## config.mk

```make
export PLATFORM = sky130hd
export DESIGN_NAME = ysyx_23060061_lsu
export DESIGN_NICKNAME = d
export VERILOG_FILES = /design/src/rtl/ysyx_23060061_lsu.sv
export SDC_FILE = /design/constraint.sdc
export NUM_CORES = 1
export LEC_CHECK = 0
export CAP_MARGIN = 20
export CORE_MARGIN = 4
export CORE_UTILIZATION = 30
export CTS_CLUSTER_SIZE = 24
export DETAILED_ROUTE_END_ITERATION = 10
export GPL_ROUTABILITY_DRIVEN = 0
export HOLD_SLACK_MARGIN = 0.1
export PLACE_DENSITY = 0.69
export SLEW_MARGIN = 30
export SYNTH_ARGS = -nofsm -noshare
export SYNTH_HDL_FRONTEND = slang
export SYNTH_SLANG_ARGS = --single-unit
```

## constraint.sdc

```tcl
create_clock -name clk -period 5.05 [get_ports clk]
set_input_delay 1.515 -clock clk [delete_from_list [all_inputs] [get_ports clk]]
set_output_delay 1.515 -clock clk [all_outputs]
set_load 0.02 [all_outputs]
```

## src/rtl/ysyx_23060061_lsu.sv

```systemverilog
// Load/store unit: registers one core memory request, issues it on a valid/ready
// data-memory bus, aligns store lanes / extracts load lanes, and reports errors.
module ysyx_23060061_lsu #(
    parameter int ADDR_WIDTH = 32,
    parameter int TIMEOUT    = 255
) (
    input  logic                  clk,
    input  logic                  rst_n,
    input  logic                  lsu_valid,
    output logic                  lsu_ready,
    input  logic [1:0]            MemRW,
    input  logic [2:0]            funct3,
    input  logic [ADDR_WIDTH-1:0] addr,
    input  logic [31:0]           wdata,
    output logic                  lsu_done,
    output logic [31:0]           lsu_rdata,
    output logic                  lsu_err,
    output logic                  mem_req_valid,
    input  logic                  mem_req_ready,
    output logic                  mem_req_wen,
    output logic [ADDR_WIDTH-1:0] mem_req_addr,
    output logic [31:0]           mem_req_wdata,
    output logic [3:0]            mem_req_wmask,
    input  logic                  mem_rsp_valid,
    input  logic [31:0]           mem_rsp_rdata
);

    localparam int CW = $clog2(TIMEOUT + 1);

    typedef enum logic [1:0] {S_IDLE, S_REQ, S_RESP, S_DONE} state_t;

    state_t                r_state;
    state_t                w_state_next;
    logic                  r_wen;
    logic [2:0]            r_funct3;
    logic [1:0]            r_off;
    logic [ADDR_WIDTH-1:0] r_addr;
    logic [31:0]           r_wdata;
    logic [3:0]            r_wmask;
    logic [31:0]           r_rdata;
    logic                  r_err;
    logic [CW-1:0]         r_cnt;

    logic        w_accept;
    logic        w_illegal;
    logic        w_misalign;
    logic        w_bad;
    logic        w_expire;
    logic [31:0] w_st_data;
    logic [3:0]  w_st_mask;
    logic [7:0]  w_byte;
    logic [15:0] w_half;
    logic [31:0] w_ld_data;

    assign w_accept   = lsu_valid && (r_state == S_IDLE) && (MemRW == 2'b10 || MemRW == 2'b01);
    assign w_illegal  = (funct3 == 3'b011) || (funct3 == 3'b110) || (funct3 == 3'b111);
    assign w_misalign = ((funct3[1:0] == 2'b01) && addr[0]) ||
                        ((funct3 == 3'b010) && (addr[1:0] != 2'b00));
    assign w_bad      = w_illegal || w_misalign;
    // Saturating compare so an expiry lost to a handshake still fires in RESP.
    assign w_expire   = (r_cnt >= CW'(TIMEOUT - 1));

    always_comb begin
        w_st_data = wdata;
        w_st_mask = 4'b1111;
        case (funct3[1:0])
            2'b00: begin
                w_st_data = {4{wdata[7:0]}};
                w_st_mask = 4'b0001 << addr[1:0];
            end
            2'b01: begin
                w_st_data = {2{wdata[15:0]}};
                w_st_mask = addr[1] ? 4'b1100 : 4'b0011;
            end
            default: ;
        endcase
    end

    assign w_byte = mem_rsp_rdata[{r_off, 3'b000} +: 8];
    assign w_half = r_off[1] ? mem_rsp_rdata[31:16] : mem_rsp_rdata[15:0];

    always_comb begin
        case (r_funct3)
            3'b000:  w_ld_data = {{24{w_byte[7]}}, w_byte};
            3'b001:  w_ld_data = {{16{w_half[15]}}, w_half};
            3'b100:  w_ld_data = {24'd0, w_byte};
            3'b101:  w_ld_data = {16'd0, w_half};
            default: w_ld_data = mem_rsp_rdata;
        endcase
    end

    always_ff @(posedge clk) begin
        if (!rst_n) begin
            r_state <= S_IDLE;
        end else begin
            r_state <= w_state_next;
        end
    end

    always_comb begin
        w_state_next  = r_state;
        lsu_ready     = 1'b0;
        lsu_done      = 1'b0;
        lsu_err       = 1'b0;
        lsu_rdata     = 32'd0;
        mem_req_valid = 1'b0;
        case (r_state)
            S_IDLE: begin
                lsu_ready = 1'b1;
                if (w_accept) begin
                    w_state_next = w_bad ? S_DONE : S_REQ;
                end
            end
            S_REQ: begin
                mem_req_valid = 1'b1;
                if (mem_req_ready) begin
                    w_state_next = S_RESP;
                end else if (w_expire) begin
                    w_state_next = S_DONE;
                end
            end
            S_RESP: begin
                if (mem_rsp_valid || w_expire) begin
                    w_state_next = S_DONE;
                end
            end
            S_DONE: begin
                lsu_done     = 1'b1;
                lsu_err      = r_err;
                lsu_rdata    = r_rdata;
                w_state_next = S_IDLE;
            end
            default: w_state_next = S_IDLE;
        endcase
    end

    always_ff @(posedge clk) begin
        if (!rst_n) begin
            r_wen    <= 1'b0;
            r_funct3 <= 3'd0;
            r_off    <= 2'd0;
            r_addr   <= '0;
            r_wdata  <= 32'd0;
            r_wmask  <= 4'd0;
            r_rdata  <= 32'd0;
            r_err    <= 1'b0;
            r_cnt    <= '0;
        end else begin
            case (r_state)
                S_IDLE: begin
                    if (w_accept) begin
                        r_wen    <= (MemRW == 2'b01);
                        r_funct3 <= funct3;
                        r_off    <= addr[1:0];
                        r_addr   <= {addr[ADDR_WIDTH-1:2], 2'b00};
                        r_wdata  <= w_st_data;
                        r_wmask  <= (MemRW == 2'b01) ? w_st_mask : 4'd0;
                        r_rdata  <= 32'd0;
                        r_err    <= w_bad;
                        r_cnt    <= '0;
                    end
                end
                S_REQ: begin
                    if (r_cnt != CW'(TIMEOUT)) begin
                        r_cnt <= r_cnt + 1'b1;
                    end
                    if (!mem_req_ready && w_expire) begin
                        r_err <= 1'b1;
                    end
                end
                S_RESP: begin
                    if (r_cnt != CW'(TIMEOUT)) begin
                        r_cnt <= r_cnt + 1'b1;
                    end
                    if (mem_rsp_valid) begin
                        r_rdata <= r_wen ? 32'd0 : w_ld_data;
                    end else if (w_expire) begin
                        r_err <= 1'b1;
                    end
                end
                default: ;
            endcase
        end
    end

    assign mem_req_wen   = r_wen;
    assign mem_req_addr  = r_addr;
    assign mem_req_wdata = r_wdata;
    assign mem_req_wmask = r_wmask;

endmodule

```

==> results.toml <==
[global_route]
grt_max_degree = 81
grt_overflow = 0
grt_pass1_vias = 5267
track_usage_pct = 17.5
antenna_found_initial = 0
grt_pass1_wl_mm = 27.8

[clocking]
cts_buffers = 17
clk_latency_ns = 0.42
post-cts-setup-buffers = 0
cts_root_buffer = "clkbuf_16"
path_clk_slew_ns = 0.06
cts_tree = "done"
cts.path.max_buffers = 2
hold_buffers = 0
cts_resized = 0
htreeDepth = 4
numClockSinks = 115

[setup_path]
cp-start-kind = "register"
slowest_delay_ns = 0.62
path_class = "reg2out"
crit_fanout = 34
arrival_ns = 2.26
worst_ep_required_time_ns = 3.54
crit_chain = "ha_2 > and2_1 > clkdlybuf4s50_1"
endpoint_kind = "output port"
critical_path.slowest_cell = "clkdlybuf4s50_1"

[timing]
min_period_over_period_pct = 74.7
finalSetupTns_ns = 0
setup_viol = 0
whs_ns = 0.450
skew_ns = 0.0116
period_needed_ns = 3.77
tightestPinTransition_ns = 0.908
hold_viol = 0
relSlewSlack_pct = 39.1
fmax_ghz = 0.265
finalMaxSlewViolations = 0
rsz0062_at_grt = "no"

[synthesis]
netlist_top_cells_count = "nand2_1 (144), dfxtp_1 (115), a21oi_1 (70), and2_1 (40)"
synth.most_common_cell = "nand2_1"
synth_ff_type = "dfxtp_1"
yosys-top-cells-area = "dfxtp_1 (43%), nand2_1 (10%), a21oi_1 (6.5%)"
netlist_area_um2 = 5380
synthesis.instances = 654
synthSimpleGateAreaFrac_pct = 21.3
yosysWarnings = 0
ys_seq_elements = 115
ys_seq_area_share_pct = 42.8
synth_top_family_by_area = "compound AO/OA/AOI/OAI gates"
synth-compound-area-share_pct = 22.0
synth_cell_type_count = 54
yosysTopAreaCellShare_pct = 42.8
syn_avg_cell_area_um2 = 8.23
synth_xor_area_share_pct = 0.326
synth_edf_count = 0
synth.area.mux_share_pct = 6.07
async_reset_ff_share_pct = 0
yosysTopAreaCell = "dfxtp_1"
synthAdderAreaFrac_pct = 1.63

[final_layout]
insertedDiodeCount = 0
final_nets = 954
area_growth_pct = 51.9
drive_above_1_share_pct = 6.21

[floorplanning]
coreArea_um2 = 17400
dieWidth_um = 142
initial_core_util_pct = 30.9
dieArea_um2 = 20100
pin_count = 211
die_h_um = 142
rows = 48

[drt]
drtIter0Drc = 211
dr_total_vias = 5287
ant_nets = 0
post_drt_wl_per_cell_um = 16.5
drc = 0
routed_wl_mm = 17.8
first_pass_iters = 4
vias_per_cell = 4.90

[min_path]
hold_class = "reg2reg"

[placed_design]
hpwlAfterDp_mm = 13.0
numPortBuffers = 208

[outcome]
status = "completed"

[run]
maxCapViolations = 0

[power]
powerDensity_nw_per_um2 = 406
p_leak_nw = 2.94
finalPower_w = 0.00332
ir_worst_vdd_uv = 234
## per-stage QoR
stage | std cells | util (%) | setup slack, ns | cell area [um2]
after detailed placement | 1047 | 43.6 | 1.04 | 7590
final | 1079 | 46.9 | 1.28 | 8170
after global placement | 1047 | 43.6 | 1.11 | 7590
after global routing | 1079 | 46.9 | 1.15 | 8170
after floorplan | 655 | - | 2.06 | 5380
after CTS | 1079 | 46.9 | 0.960 | 8180
## logic make-up after synthesis
family,Yosys count
flip-flops,115
AND/OR/NAND/NOR,251
other,1
buffers and inverters,73
multiplexers,31
adder cells (fa/ha/maj),7
AO/OA/AOI/OAI,174
XOR/XNOR,2
## layout by cell type, fill, tap and decap left out, drive strengths merged, types with 7 or more instances in the layout
master and instances:
a211oi 10, and2 40, mux2i 27, o221ai 8
nand2b 14, o211ai 10, clkdlybuf4s50 207, a311oi 8
o21ai 25, clkbuf 20, nor2 27, a32o 16
a21oi 71, ha 7, inv 27, buf 7
a32oi 7, nand3 11, nand2 144, dfxtp 115
## flip-flops by register name, indices dropped and copies added (netlist names)
name and flops:
mem_req_addr 30, mem_req_wdata 32, mem_req_wen 1, mem_req_wmask 4, r_cnt 8, r_err 1
r_funct3 3, r_off 2, r_rdata 32, r_state 2
## power by group
part | internal, W | switching (W) | leakage [nW] | total (W)
Clock | 0.000751 | 0.000442 | 0.278 | 0.00119
Sequential | 0.00102 | 0.0000783 | 0.935 | 0.00110
Combinational | 0.000431 | 0.000595 | 1.73 | 0.00103
## path summary, 6_finish.rpt
| check | startpoint | endpoint | slack [ns] | cells after the start |
|---|---|---|---|---|
| setup / recovery | r_state[1] | lsu_rdata[7] | 1.28 | 3 |
| hold / removal | mem_req_wdata[27] | mem_req_wdata[27] | 0.45 | 2 |
| setup reg to reg | r_state[1] | r_cnt[7] | 2.65 | 6 |
| hold reg to reg | mem_req_wdata[27] | mem_req_wdata[27] | 0.45 | 2 |
## cell type report
| type | count | area (um2) |
|---|---|---|
| well taps | 225 | 282 |
| inverters | 26 | 97.6 |
| fillers | 1720 | 9240 |
| repair buffers | 214 | 2120 |
| flip-flops and latches | 115 | 2300 |
| multi-input cells | 467 | 2780 |
| clock inverters | 12 | 131 |
| clock buffers | 20 | 457 |
## critical path: cells and delay by family (launching register included)
| family | cells | cell delay [ns] |
|---|---|---|
| AND/OR/NAND/NOR | 1 | 0.25 |
| adder cells (fa/ha/maj) | 1 | 0.56 |
| flip-flops | 1 | 0.41 |
| buffers and inverters | 1 | 0.62 |
## routing by layer
layer  routed length [um]  part of all wire, %  GRT usage, %
met5                    0                    0             0
met4                  406                  2.3          6.77
met3                 1880                   11          7.92
met2                 8250                   46          28.1
met1                 7270                   41          20.5
No activity file was read; power rests on OpenSTA's default activity.
